### src/rtl/pattern_pkg.sv
// Shared state encoding, default geometry and helpers for the pattern buffer loader.
package pattern_pkg;

  localparam int DEF_BUFFER_WIDTH = 8;
  localparam int DEF_BUFFER_SIZE  = 32;

  typedef enum logic [2:0] {
    IDLE     = 3'd0,
    LOAD     = 3'd1,
    SHIFT_LO = 3'd2,
    SHIFT_HI = 3'd3,
    DONE     = 3'd4
  } state_e;

  function automatic logic is_rise(input logic prev_v, input logic next_v);
    return (~prev_v) & next_v;
  endfunction

endpackage

### src/rtl/pattern_loader_bitclk.sv
// Phase timer for the serial clock: counts clk cycles within a pb_sclk half-period
// and flags the last cycle of each phase.
module pattern_loader_bitclk #(
  parameter int CLK_DIV = 2
) (
  input  logic clk,
  input  logic rst_n,
  input  logic run_i,
  output logic phase_end_o
);

  localparam int CW = (CLK_DIV > 1) ? $clog2(CLK_DIV) : 1;
  localparam logic [CW-1:0] LAST = CW'(CLK_DIV - 1);

  logic [CW-1:0] cnt_q, cnt_d;

  assign phase_end_o = run_i && (cnt_q == LAST);

  // Restart the count at every phase boundary and whenever shifting is paused.
  always_comb begin
    cnt_d = cnt_q;
    if (!run_i || phase_end_o) begin
      cnt_d = '0;
    end else begin
      cnt_d = cnt_q + CW'(1);
    end
  end

  // Phase counter register.
  always_ff @(posedge clk or negedge rst_n) begin
    if (!rst_n) begin
      cnt_q <= '0;
    end else begin
      cnt_q <= cnt_d;
    end
  end

endmodule

### src/rtl/pattern_loader.sv
// Serial frame loader for an external pattern buffer, MSB first, with optional
// read-back of the displaced buffer contents (enabled by defining READBACK_EN).
module pattern_loader
  import pattern_pkg::*;
#(
  parameter int BUFFER_WIDTH = DEF_BUFFER_WIDTH,
  parameter int BUFFER_SIZE  = DEF_BUFFER_SIZE,
  parameter int CLK_DIV      = 2
) (
  input  logic                    clk,
  input  logic                    rst_n,
  input  logic                    start,
  input  logic [BUFFER_WIDTH-1:0] in_data,
  input  logic                    in_valid,
  output logic                    in_ready,
  output logic                    busy,
  output logic                    done,
  output logic                    pb_sclk,
  output logic                    pb_ssel,
  output logic                    pb_sin,
  input  logic                    pb_sout,
  output logic [BUFFER_WIDTH-1:0] rd_data,
  output logic                    rd_valid
);

  localparam int BYTE_W = $clog2(BUFFER_SIZE + 1);
  localparam int BIT_W  = (BUFFER_WIDTH > 1) ? $clog2(BUFFER_WIDTH) : 1;
  localparam logic [BIT_W-1:0]  BIT_LAST  = BIT_W'(BUFFER_WIDTH - 1);
  localparam logic [BYTE_W-1:0] BYTE_FULL = BYTE_W'(BUFFER_SIZE);

  state_e                  state_q, state_d;
  logic [BYTE_W-1:0]       byte_cnt_q, byte_cnt_d;
  logic [BIT_W-1:0]        bit_cnt_q, bit_cnt_d;
  logic [BUFFER_WIDTH-1:0] shreg_q, shreg_d;
  logic                    sclk_q, sclk_d;
  logic                    ssel_q, ssel_d;
  logic                    sin_q, sin_d;
  logic                    ready_q, ready_d;
  logic                    busy_q, busy_d;
  logic                    done_q, done_d;
  logic                    run_s;
  logic                    phase_end_s;

  assign run_s = (state_q == SHIFT_LO) || (state_q == SHIFT_HI);

  pattern_loader_bitclk #(
    .CLK_DIV(CLK_DIV)
  ) u_bitclk (
    .clk        (clk),
    .rst_n      (rst_n),
    .run_i      (run_s),
    .phase_end_o(phase_end_s)
  );

  // Next-state logic; outputs are decoded from the next state so they are registered.
  always_comb begin
    state_d    = state_q;
    byte_cnt_d = byte_cnt_q;
    bit_cnt_d  = bit_cnt_q;
    shreg_d    = shreg_q;
    sin_d      = sin_q;

    case (state_q)
      IDLE: begin
        byte_cnt_d = '0;
        bit_cnt_d  = '0;
        if (start) begin
          state_d = LOAD;
        end else begin
          state_d = IDLE;
        end
      end
      LOAD: begin
        if (in_valid && ready_q) begin
          shreg_d    = {in_data[BUFFER_WIDTH-2:0], 1'b0};
          sin_d      = in_data[BUFFER_WIDTH-1];
          bit_cnt_d  = BIT_LAST;
          byte_cnt_d = byte_cnt_q + BYTE_W'(1);
          state_d    = SHIFT_LO;
        end else begin
          state_d = LOAD;
        end
      end
      SHIFT_LO: begin
        if (phase_end_s) begin
          state_d = SHIFT_HI;
        end else begin
          state_d = SHIFT_LO;
        end
      end
      SHIFT_HI: begin
        // pb_sin only changes as pb_sclk falls, keeping it stable across the rise.
        if (!phase_end_s) begin
          state_d = SHIFT_HI;
        end else if (bit_cnt_q != '0) begin
          bit_cnt_d = bit_cnt_q - BIT_W'(1);
          sin_d     = shreg_q[BUFFER_WIDTH-1];
          shreg_d   = {shreg_q[BUFFER_WIDTH-2:0], 1'b0};
          state_d   = SHIFT_LO;
        end else if (byte_cnt_q < BYTE_FULL) begin
          state_d = LOAD;
        end else begin
          state_d = DONE;
        end
      end
      DONE: begin
        sin_d   = 1'b0;
        state_d = IDLE;
      end
      default: begin
        state_d = IDLE;
      end
    endcase

    busy_d  = (state_d == LOAD) || (state_d == SHIFT_LO) || (state_d == SHIFT_HI);
    ssel_d  = busy_d;
    ready_d = (state_d == LOAD);
    sclk_d  = (state_d == SHIFT_HI);
    done_d  = (state_d == DONE);
  end

  // State, counters and registered outputs.
  always_ff @(posedge clk or negedge rst_n) begin
    if (!rst_n) begin
      state_q    <= IDLE;
      byte_cnt_q <= '0;
      bit_cnt_q  <= '0;
      shreg_q    <= '0;
      sclk_q     <= 1'b0;
      ssel_q     <= 1'b0;
      sin_q      <= 1'b0;
      ready_q    <= 1'b0;
      busy_q     <= 1'b0;
      done_q     <= 1'b0;
    end else begin
      state_q    <= state_d;
      byte_cnt_q <= byte_cnt_d;
      bit_cnt_q  <= bit_cnt_d;
      shreg_q    <= shreg_d;
      sclk_q     <= sclk_d;
      ssel_q     <= ssel_d;
      sin_q      <= sin_d;
      ready_q    <= ready_d;
      busy_q     <= busy_d;
      done_q     <= done_d;
    end
  end

  assign in_ready = ready_q;
  assign busy     = busy_q;
  assign done     = done_q;
  assign pb_sclk  = sclk_q;
  assign pb_ssel  = ssel_q;
  assign pb_sin   = sin_q;

`ifdef READBACK_EN
  logic [BUFFER_WIDTH-1:0] rd_data_q, rd_data_d;
  logic                    rd_valid_q, rd_valid_d;
  logic [BIT_W-1:0]        rd_cnt_q, rd_cnt_d;

  // pb_sout is sampled on the edge that raises pb_sclk, i.e. before the buffer shifts.
  always_comb begin
    rd_data_d  = rd_data_q;
    rd_cnt_d   = rd_cnt_q;
    rd_valid_d = 1'b0;
    if (is_rise(sclk_q, sclk_d)) begin
      rd_data_d = {rd_data_q[BUFFER_WIDTH-2:0], pb_sout};
      if (rd_cnt_q == BIT_LAST) begin
        rd_cnt_d   = '0;
        rd_valid_d = 1'b1;
      end else begin
        rd_cnt_d = rd_cnt_q + BIT_W'(1);
      end
    end else begin
      rd_valid_d = 1'b0;
    end
  end

  // Read-back shift register and strobe.
  always_ff @(posedge clk or negedge rst_n) begin
    if (!rst_n) begin
      rd_data_q  <= '0;
      rd_valid_q <= 1'b0;
      rd_cnt_q   <= '0;
    end else begin
      rd_data_q  <= rd_data_d;
      rd_valid_q <= rd_valid_d;
      rd_cnt_q   <= rd_cnt_d;
    end
  end

  assign rd_data  = rd_data_q;
  assign rd_valid = rd_valid_q;
`else
  logic unused_sout_s;
  assign unused_sout_s = pb_sout;
  assign rd_data       = '0;
  assign rd_valid      = 1'b0;
`endif

endmodule

### config.mk
export PLATFORM = sky130hd
export DESIGN_NAME = pattern_loader
export DESIGN_NICKNAME = d
export VERILOG_FILES = /design/src/rtl/pattern_pkg.sv /design/src/rtl/pattern_loader_bitclk.sv /design/src/rtl/pattern_loader.sv
export SDC_FILE = /design/constraint.sdc
export NUM_CORES = 1
export LEC_CHECK = 0
export BUFFER_PORTS_ARGS = -buffer_cell sky130_fd_sc_hd__buf_4
export CORE_MARGIN = 2
export CORE_UTILIZATION = 40
export CTS_BUF_LIST = sky130_fd_sc_hd__clkbuf_4 sky130_fd_sc_hd__clkbuf_8 sky130_fd_sc_hd__clkbuf_16
export DETAILED_ROUTE_END_ITERATION = 8
export PLACE_DENSITY = 0.71
export SLEW_MARGIN = 15
export SYNTH_ARGS = -nofsm -noshare
export SYNTH_HDL_FRONTEND = slang
export SYNTH_SLANG_ARGS = --single-unit
### constraint.sdc
create_clock -name clk -period 1.79 [get_ports clk]
set_clock_uncertainty 0.1 [all_clocks]
set_input_delay 0.0895 -clock clk [delete_from_list [all_inputs] [get_ports clk]]
set_output_delay 0.0895 -clock clk [all_outputs]
set_load 0.02 [all_outputs]
After elaboration in Yosys (flattened, before gate mapping)
Index checks and enable logic that the tools add are counted.
{"block": "op_classes", "n_mux": 22, "n_lt_le_gt_ge": 1, "eq_ne": 11, "bitwise": 0, "n_addsub": 3, "n_reduce_logical": 17, "mul": 0, "shifts": 0, "n_div": 0}
{"operator": "$mux 8", "count": 3}
{"operator": "$mux 3", "count": 6}
{"operator": "$pmux 8 s2", "count": 1}
{"operator": "$eq 3x2->1 const B", "count": 4}
{"operator": "$pmux 3 s4", "count": 1}
{"operator": "$pmux 6 s2", "count": 1}
{"operator": "$reduce_and 4->1", "count": 3}
{"operator": "$pmux 3 s3", "count": 1}
{"operator": "$reduce_bool 3->1", "count": 3}
{"operator": "$add 6x1->6 const B", "count": 1}
{"operator": "$eq 3x1->1 const B", "count": 2}
{"operator": "$eq 3x3->1 const B", "count": 2}
{"operator": "$lt 6x6->1 const B", "count": 1}
{"operator": "$mux 1", "count": 6}
{"operator": "$mux 6", "count": 1}
{"operator": "$logic_or 1x1->1", "count": 4}
{"operator": "$ne 2x2->1 const B", "count": 2}
{"operator": "$reduce_bool 2->1", "count": 2}
{"operator": "$logic_not 3->1", "count": 1}
{"operator": "$pmux 1 s3", "count": 1}
{"operator": "$sub 3x1->3 const B", "count": 1}
{"operator": "$logic_and 1x1->1", "count": 2}
{"operator": "$mux 2", "count": 1}
{"operator": "$ne 2x1->1 const B", "count": 1}
{"operator": "3 further kinds", "count": 3}
{"block": "totals", "wordCells": 64, "mem_bits_rw": 0, "output_inout_bits": 15, "input_bits": 13, "regBits": 26, "latch_bits": 0, "mem_bits_ro": 0, "memories": 0}

Longest topological paths before layout
Gate-level depths: netlist of the first run.
{"block": "logic_depth", "depth_word": 8, "ltp_mapped": 8, "depth_no_buf": 8}

Modules after synthesis
From an unflattened synthesis of the first run, not the netlist that was laid out.
{"block": "unflattened", "cells_unflattened": 142, "area_unflattened_um2": 1360.1}
{"mod": "pattern_loader", "n_inst": 1, "cells_each": 139, "seq_area_each_um2": 600.6, "area_each_um2": 1318.8}
{"mod": "pattern_loader_bitclk", "n_inst": 1, "cells_each": 3, "seq_area_each_um2": 25.0, "area_each_um2": 41.3}

Worst setup path after synthesis of the first run
OpenSTA, ideal clock, no wires.
{"block": "synth_path", "path_type": "reg2reg", "from": "register bit_cnt_q[0]", "to": "register shreg_q[3]", "setup_ns": 0.119, "arrival_time_ns": 1.552, "synth_period_minus_slack_ns": 1.770, "stages_incl_launch_ff": 8, "n_path_buf": 1, "slack_ns": 0.020, "cell_sequence": "dfrtp_1 inv_1 ha_1 ha_1 and2b_1 o221a_4 buf_6 o21a_1"}
{"block": "synth_between", "elab_chain_cells": 3}
{"item": "start: declaration", "line": "pattern_loader.sv:33", "text": "logic [BIT_W-1:0] bit_cnt_q, bit_cnt_d;"}
{"item": "start signal: assignment", "line": "pattern_loader.sv:138", "text": "bit_cnt_q <= bit_cnt_d;"}
{"item": "$reduce_bool 3->1", "line": "pattern_loader.sv:95", "text": "end else if (bit_cnt_q != '0) begin"}
{"item": "$ne 2x1->1 (no source line)"}
{"item": "$reduce_and 4->1 (no source line)"}
{"item": "end signal: assignment", "line": "pattern_loader.sv:139", "text": "shreg_q <= shreg_d;"}
{"item": "end: declaration", "line": "pattern_loader.sv:34", "text": "logic [BUFFER_WIDTH-1:0] shreg_q, shreg_d;"}
No other way between the ends.
A chain may end at the register's enable or synchronous reset.

Worst setup path in the final report of the first run
{"block": "layout_path", "from": "register bit_cnt_q[0]", "to": "register sin_q (netlist: pb_sin)"}
{"block": "layout_between", "elab_chain_cells": 3}
{"item": "$reduce_bool 3->1", "line": "pattern_loader.sv:95"}
{"item": "$ne 2x1->1 (no source line)"}
{"item": "$reduce_and 4->1 (no source line)"}
{"item": "end signal: assignment", "line": "pattern_loader.sv:142", "text": "sin_q <= sin_d;"}
{"item": "end: declaration", "line": "pattern_loader.sv:37", "text": "logic sin_q, sin_d;"}
No other way between the ends.

==> out/qor.yml, run 1 <==
setup_path:
  cp_max_fo: 7
  crit_path_end_kind: "register"
  cp.required_ns: 1.91
  arrival_ns: 1.83
  path_class: "register to register"
  cp-start-kind: "register"
  r2r_slack_ns: 0.08
layout:
  final_core_util_pct: 51.28
  finish.net_count: 195
  fin_area_mm2: 0.001752
  drive_gt1_share_pct: 25.28
  layout_common_cells: "dfrtp_1 (24), buf_4 (24), nor2_1 (15)"
  syn_to_final_growth_pct: 20.69
  num_antenna_cells: 0
global_routing:
  grt_pass1_wl_mm: 4.864
  antenna_found_initial: 0
  grt_pass1_vias: 1118
  overflow: 0
  grt_usage_pct: 14.86
  grt_max_degree: 26
sta:
  setup_viol: 0
  report.final.slew_viol_count: 0
  fin_crit_ns: 1.705
  timing.fmax_ghz: 0.5864
  finalHoldViolations: 0
  setup_ws_ns: 0.08456
  timing.final.crit_share_pct: 95.28
  whs_ns: 0.07277
  grt_setup_unrepaired: "no"
route:
  wl_met1_mm: 1.320
  drc: 0
  drt-initial-drc-count: 33
  drt-pass1-iter-count: 4
  wl_met2_mm: 1.364
  drt-total-wl_mm: 2.829
  wl_per_cell_um: 12.63
  top_layer: "met4"
  via_count: 1116
  ant_nets: 0
  vias_per_cell: 4.982
  dr_wl_met3_um: 103
synth:
  synth_top_area_cell: "dfrtp_1"
  synth.distinct_cells: 37
  yosysSeqAreaShare_pct: 43.10
  synth-edff-count: 0
  netlist.area_leader.share_pct: 43.10
  syn_area_per_cell_um2: 9.807
  synthTopCellsByArea: "dfrtp_1 (43%), buf_4 (5.7%), nor2_1 (3.9%), a21oi_1 (3.8%), a2111oi_4 (3.8%)"
  synth_warnings: 0
  synthArstFlopShare_pct: 100.0
  ys_ff_latch: 25
  ys.flop_type: "dfrtp_1"
  syn_area_mm2: 0.001451
  netlist_instances: 148
floorplan:
  io_pins: 28
  start_util_pct: 42.49
  rows: 21
  die_width_um: 64.24
  die_area_mm2: 0.004126
  coreArea_mm2: 0.003416
  die_h_um: 64.24
clock_network:
  cts_setup_buffers: 0
  cts_tree: "done"
  cts.htree.levels: 1
  clk_pin_slew_worst_paths_ns: 0.14
  cts_inserted_buffers: 3
  cts.sinks: 25
  clk_latency_ns: 0.33
  root_buffer: "clkbuf_4"
  cts_buffer_depth: 2
placed_design:
  io_buffers: 17
  preCtsSetupSlack_ns: -0.04214
  hpwl_mm: 1.991
  place_area_mm2: 0.001593
  gp_congestion: 0.7989
run_status:
  status: "completed"
min_path:
  hold_path.class: "input pin to asynchronous set/reset pin"
pwr:
  power_density_mw_per_mm2: 1547
  total_power_mw: 2.709
  p_leak_nw: 0.7783
  irDropWorstVdd_mv: 0.6788
flow_run:
  cap_violations: 0
-- metal layers --
layer / vias up / track usage (%)
met1: 533 / 19.69
met5: - / 0
li1: 553 / -
met4: 0 / 5.851
met3: 5 / 2.641
met2: 25 / 24.09
-- state kept, by name (all words and copies together), names as in the netlist, 3 cells and up --
name,count
bit_cnt_q,3
byte_cnt_q,6
shreg_q,7
state_q,3
-- cells by family after synthesis --
kind of cell	count (synthesis)	synth area share (%)
buf+inv	26	11.29
flops	25	43.10
simple gates	54	19.91
compound gates	31	17.59
xor+xnor	3	1.811
mux	5	3.448
other cells	1	0.2584
fa+ha+maj	3	2.586
-- through the flow --
stage          setup TNS [ns]  instances
6_report                    0        224
5_1_grt                     0        224
4_1_cts                     0        223
3_5_place_dp         -0.04214        210
3_3_place_gp                0        210
2_1_floorplan               0        156
-- worst max-delay path, stage by stage, from the launching register on --
cell      delay, ns
dfrtp_1        0.41
inv_2          0.08
ha_4           0.13
ha_4           0.14
and2b_2        0.25
o221a_4        0.28
o211ai_1       0.10
o211ai_1       0.11
-- repair_timing --
action,in CTS,in global routing
endpoints found under the setup margin,2,5
pin swaps,1,3
hold endpoints to repair,36,0
gates cloned,0,1
resized for setup,2,6
hold buffers,9,0
-- final timing paths --
path,startpoint,cells after the start,to
worst max-delay path,bit_cnt_q[0],7,pb_sin
max in group asynchronous,rst_n,2,state_q[0]
min in group clk,in_data[2],4,shreg_q[3]
worst max register to register,bit_cnt_q[0],7,pb_sin
worst min-delay path,rst_n,2,byte_cnt_q[4]
worst min register to register,shreg_q[3],1,shreg_q[3]
-- cell type report --
| cell class | count | area [µm²] |
|---|---|---|
| Sequential cell | 25 | 626.9 |
| Timing Repair Buffer | 33 | 270.3 |
| Multi-Input combinational cell | 106 | 729.5 |
| Tap cell | 46 | 57.56 |
| Clock buffer | 4 | 30.03 |
| Inverter | 10 | 37.54 |
| Fill cell | 317 | 1664 |
-- synthesized netlist by cell type (2+ instances only) --
master	number
a21oi_1	11
o21a_1	2
inv_1	10
nor3_1	5
buf_4	11
nand3b_1	2
nor2_1	15
o211ai_1	3
buf_6	3
o21ai_0	5
a2111oi_4	2
nand2b_1	2
a221oi_2	2
mux2i_1	5
nor2b_1	3
and2b_1	2
nand3_1	4
xnor2_1	3
dfrtp_1	25
nand2_1	13
ha_1	3
buf_2	2
-- power by group --
part	switching, mW	internal (mW)
clock	0.170	0.103
sequential	0.203	0.773
combinational	0.796	0.666
total	1.17	1.54
Power figures use the tool's default switching activity.
==> inputs of run 2 (changes only) <==
Settings changed: ABC_AREA from default to 1, CTS_BUF_LIST sky130_fd_sc_hd__clkbuf_4 sky130_fd_sc_hd__clkbuf_8 sky130_fd_sc_hd__clkbuf_16 to default, RECOVER_POWER from default to 25.
==> out/qor.yml, run 2 <==
run_status:
  status: "completed"
sta:
  whs_ns: 0.003727
  relSlewSlack_pct: 11.57
  timing.final.crit_share_pct: 92.39
  fin_crit_ns: 1.654
  setup_viol: 0
  fin_tns_setup_ns: 0
  finalHoldViolations: 0
  timing.fmax_ghz: 0.6047
  worstMarginPinSlew_ns: 1.327
  report.final.slew_viol_count: 0
  grt_setup_unrepaired: "no"
clock_network:
  cts.sinks: 25
  cts_inserted_buffers: 3
  root_buffer: "clkbuf_4"
  clk_pin_slew_worst_paths_ns: 0.14
  cts_tree: "done"
  clk_latency_ns: 0.32
  cts_setup_buffers: 0
  cts.htree.levels: 1
  cts_buffer_depth: 2
pwr:
  p_leak_nw: 0.9144
  irDropWorstVdd_mv: 0.7489
  power_density_mw_per_mm2: 1482
synth:
  synth_compound_area_share_pct: 4.934
  syn_area_per_cell_um2: 7.890
  synth_top_family_by_area: "simple AND/OR/NAND/NOR gates"
  yosys.area_share.adder_pct: 2.643
  ys.flop_type: "dfrtp_1"
  netlist.area_leader.share_pct: 44.05
  netlist_instances: 180
  yosysSeqAreaShare_pct: 44.05
  syn_area_mm2: 0.001420
  yosysMostFrequentCell: "nand2_1"
  yosys.area_share.simple_pct: 36.12
  synth-edff-count: 0
  synth.distinct_cells: 27
  ys_ff_latch: 25
  synthArstFlopShare_pct: 100.0
  synth_top_cells_by_count: "nand2_1 (78), dfrtp_1 (25), inv_1 (14)"
  synth_warnings: 0
  synth_xor_area_share_pct: 1.233
  synthTopCellsByArea: "dfrtp_1 (44%), nand2_1 (21%), buf_4 (5.3%), inv_1 (3.7%), nand3_1 (2.8%)"
  synth_top_area_cell: "dfrtp_1"
  yosys-mux-area-fraction_pct: 0
setup_path:
  cp_slowest_stage_delay_ns: 0.38
  worst_path_max_delay_cell: "dfrtp_1"
  cp.required_ns: 1.92
  cp_num_buf_inv: 2
  arrival_ns: 1.78
  crit_path_end_kind: "register"
  path_class: "register to register"
  cp_top_family: "adder cells"
  crit_chain: "inv_1, ha_1, ha_1, inv_2, o21ai_0, nand2_1, o21ai_0, nor2_2, nand2_1"
  cp_max_fo: 4
  cp-start-kind: "register"
floorplan:
  coreArea_mm2: 0.003363
  die_area_mm2: 0.004043
  start_util_pct: 42.22
  io_pins: 28
  rows: 21
  die_width_um: 63.59
  die_h_um: 63.59
route:
  ant_nets: 0
  drc: 0
  drt-total-wl_mm: 2.502
  wl_per_cell_um: 9.850
  drt-pass1-iter-count: 4
  via_count: 1114
  vias_per_cell: 4.386
  drt-initial-drc-count: 22
layout:
  fin_area_mm2: 0.001668
  top_regs: "shreg_q (7), byte_cnt_q (6)"
  largest_reg_flops: 7
  layout_common_cells: "nand2_1 (78), dfrtp_1 (25), buf_4 (18)"
  finish.net_count: 225
  syn_to_final_growth_pct: 17.44
  regMostFlops: "shreg_q"
  num_antenna_cells: 0
  final_core_util_pct: 49.59
  drive_gt1_share_pct: 20.19
  final_common_cell: "nand2_1"
  fillers: 349
min_path:
  hold_path.class: "input pin to register"
placed_design:
  hpwl_mm: 1.838
  io_buffers: 17
  place_area_mm2: 0.001564
  gp_congestion: 0.8331
flow_run:
  cap_violations: 0
global_routing:
  grt_max_degree: 26
  antenna_found_initial: 0
  grt_pass1_wl_mm: 4.278
  grt_pass1_vias: 989
  overflow: 0
  grt_usage_pct: 13.61
run 2: cell count changes after synthesis, sizes merged, moves of 7 or more:
cell / delta
a21oi: -10
nand3: +9
nand2: +68
inv: +7
run 2: power breakdown:
group / switching [mW] / internal [mW] / total [mW] / leakage, nW
clock network: 0.177 / 0.0837 / 0.261 / 0.0177
registers: 0.116 / 0.763 / 0.880 / 0.323
logic: 0.863 / 0.468 / 1.33 / 0.574
total: 1.16 / 1.32 / 2.47 / 0.914
run 2: worst reg2reg max path, stage by stage (launching register included):
cell and delay (ns):
dfrtp_1 0.38, inv_1 0.06, ha_1 0.19, ha_1 0.24, inv_2 0.10, o21ai_0 0.08, nand2_1 0.06, o21ai_0 0.10
nor2_2 0.19, nand2_1 0.07
run 2: per-stage QoR:
step                      power [mW]  instances  worst slack [ns]
after detailed placement       2.222        242            0.1270
after global routing           2.721        254           0.01159
after global placement         2.198        242            0.1711
after floorplan                1.933        188            0.2928
final                          2.472        254            0.1362
after CTS                      2.496        254            0.1058
run 2: path summary, 6_finish.rpt:
kind	from	end	slack (ns)	depth (start not counted)
min reg2reg	u_bitclk.cnt_q	u_bitclk.cnt_q	0.37	1
max in group asynchronous	rst_n	state_q[2]	0.35	2
min in group asynchronous	rst_n	byte_cnt_q[2]	0.47	2
max	bit_cnt_q[0]	busy	0.14	9
max reg2reg	bit_cnt_q[0]	busy	0.14	9
min	start	state_q[0]	0.004	5
run 2: what timing repair did:
item                                   CTS  global route
endpoints found under the hold margin   32             0
setup endpoints to repair                0             3
hold buffers                             8             0
resized for setup                        0             1
run 2: layout make-up:
class | instances | area [µm²] | area share, %
Inverter | 17 | 66.31 | 3.976
Clock inverter | 1 | 5.005 | 0.3001
Clock buffer | 3 | 22.52 | 1.350
Sequential cell | 25 | 625.6 | 37.51
Multi-Input combinational cell | 135 | 671.9 | 40.29
Timing Repair Buffer | 27 | 219.0 | 13.13
Tap cell | 46 | 57.56 | 3.451
run 2: layer usage:
metal / wire [µm] / vias to the layer above / global-route usage [%]
met4: 46 / 0 / 6.522
met1: 1202 / 498 / 18.02
met3: 74 / 4 / 1.607
li1: - / 595 / -
met2: 1178 / 17 / 22.11
met5: 0 / - / 0
run 2: cell families after synthesis:
group / Yosys count
buf+inv: 28
xor+xnor: 2
fa+ha+maj: 3
compound gates: 11
flops: 25
simple gates: 110
other cells: 1
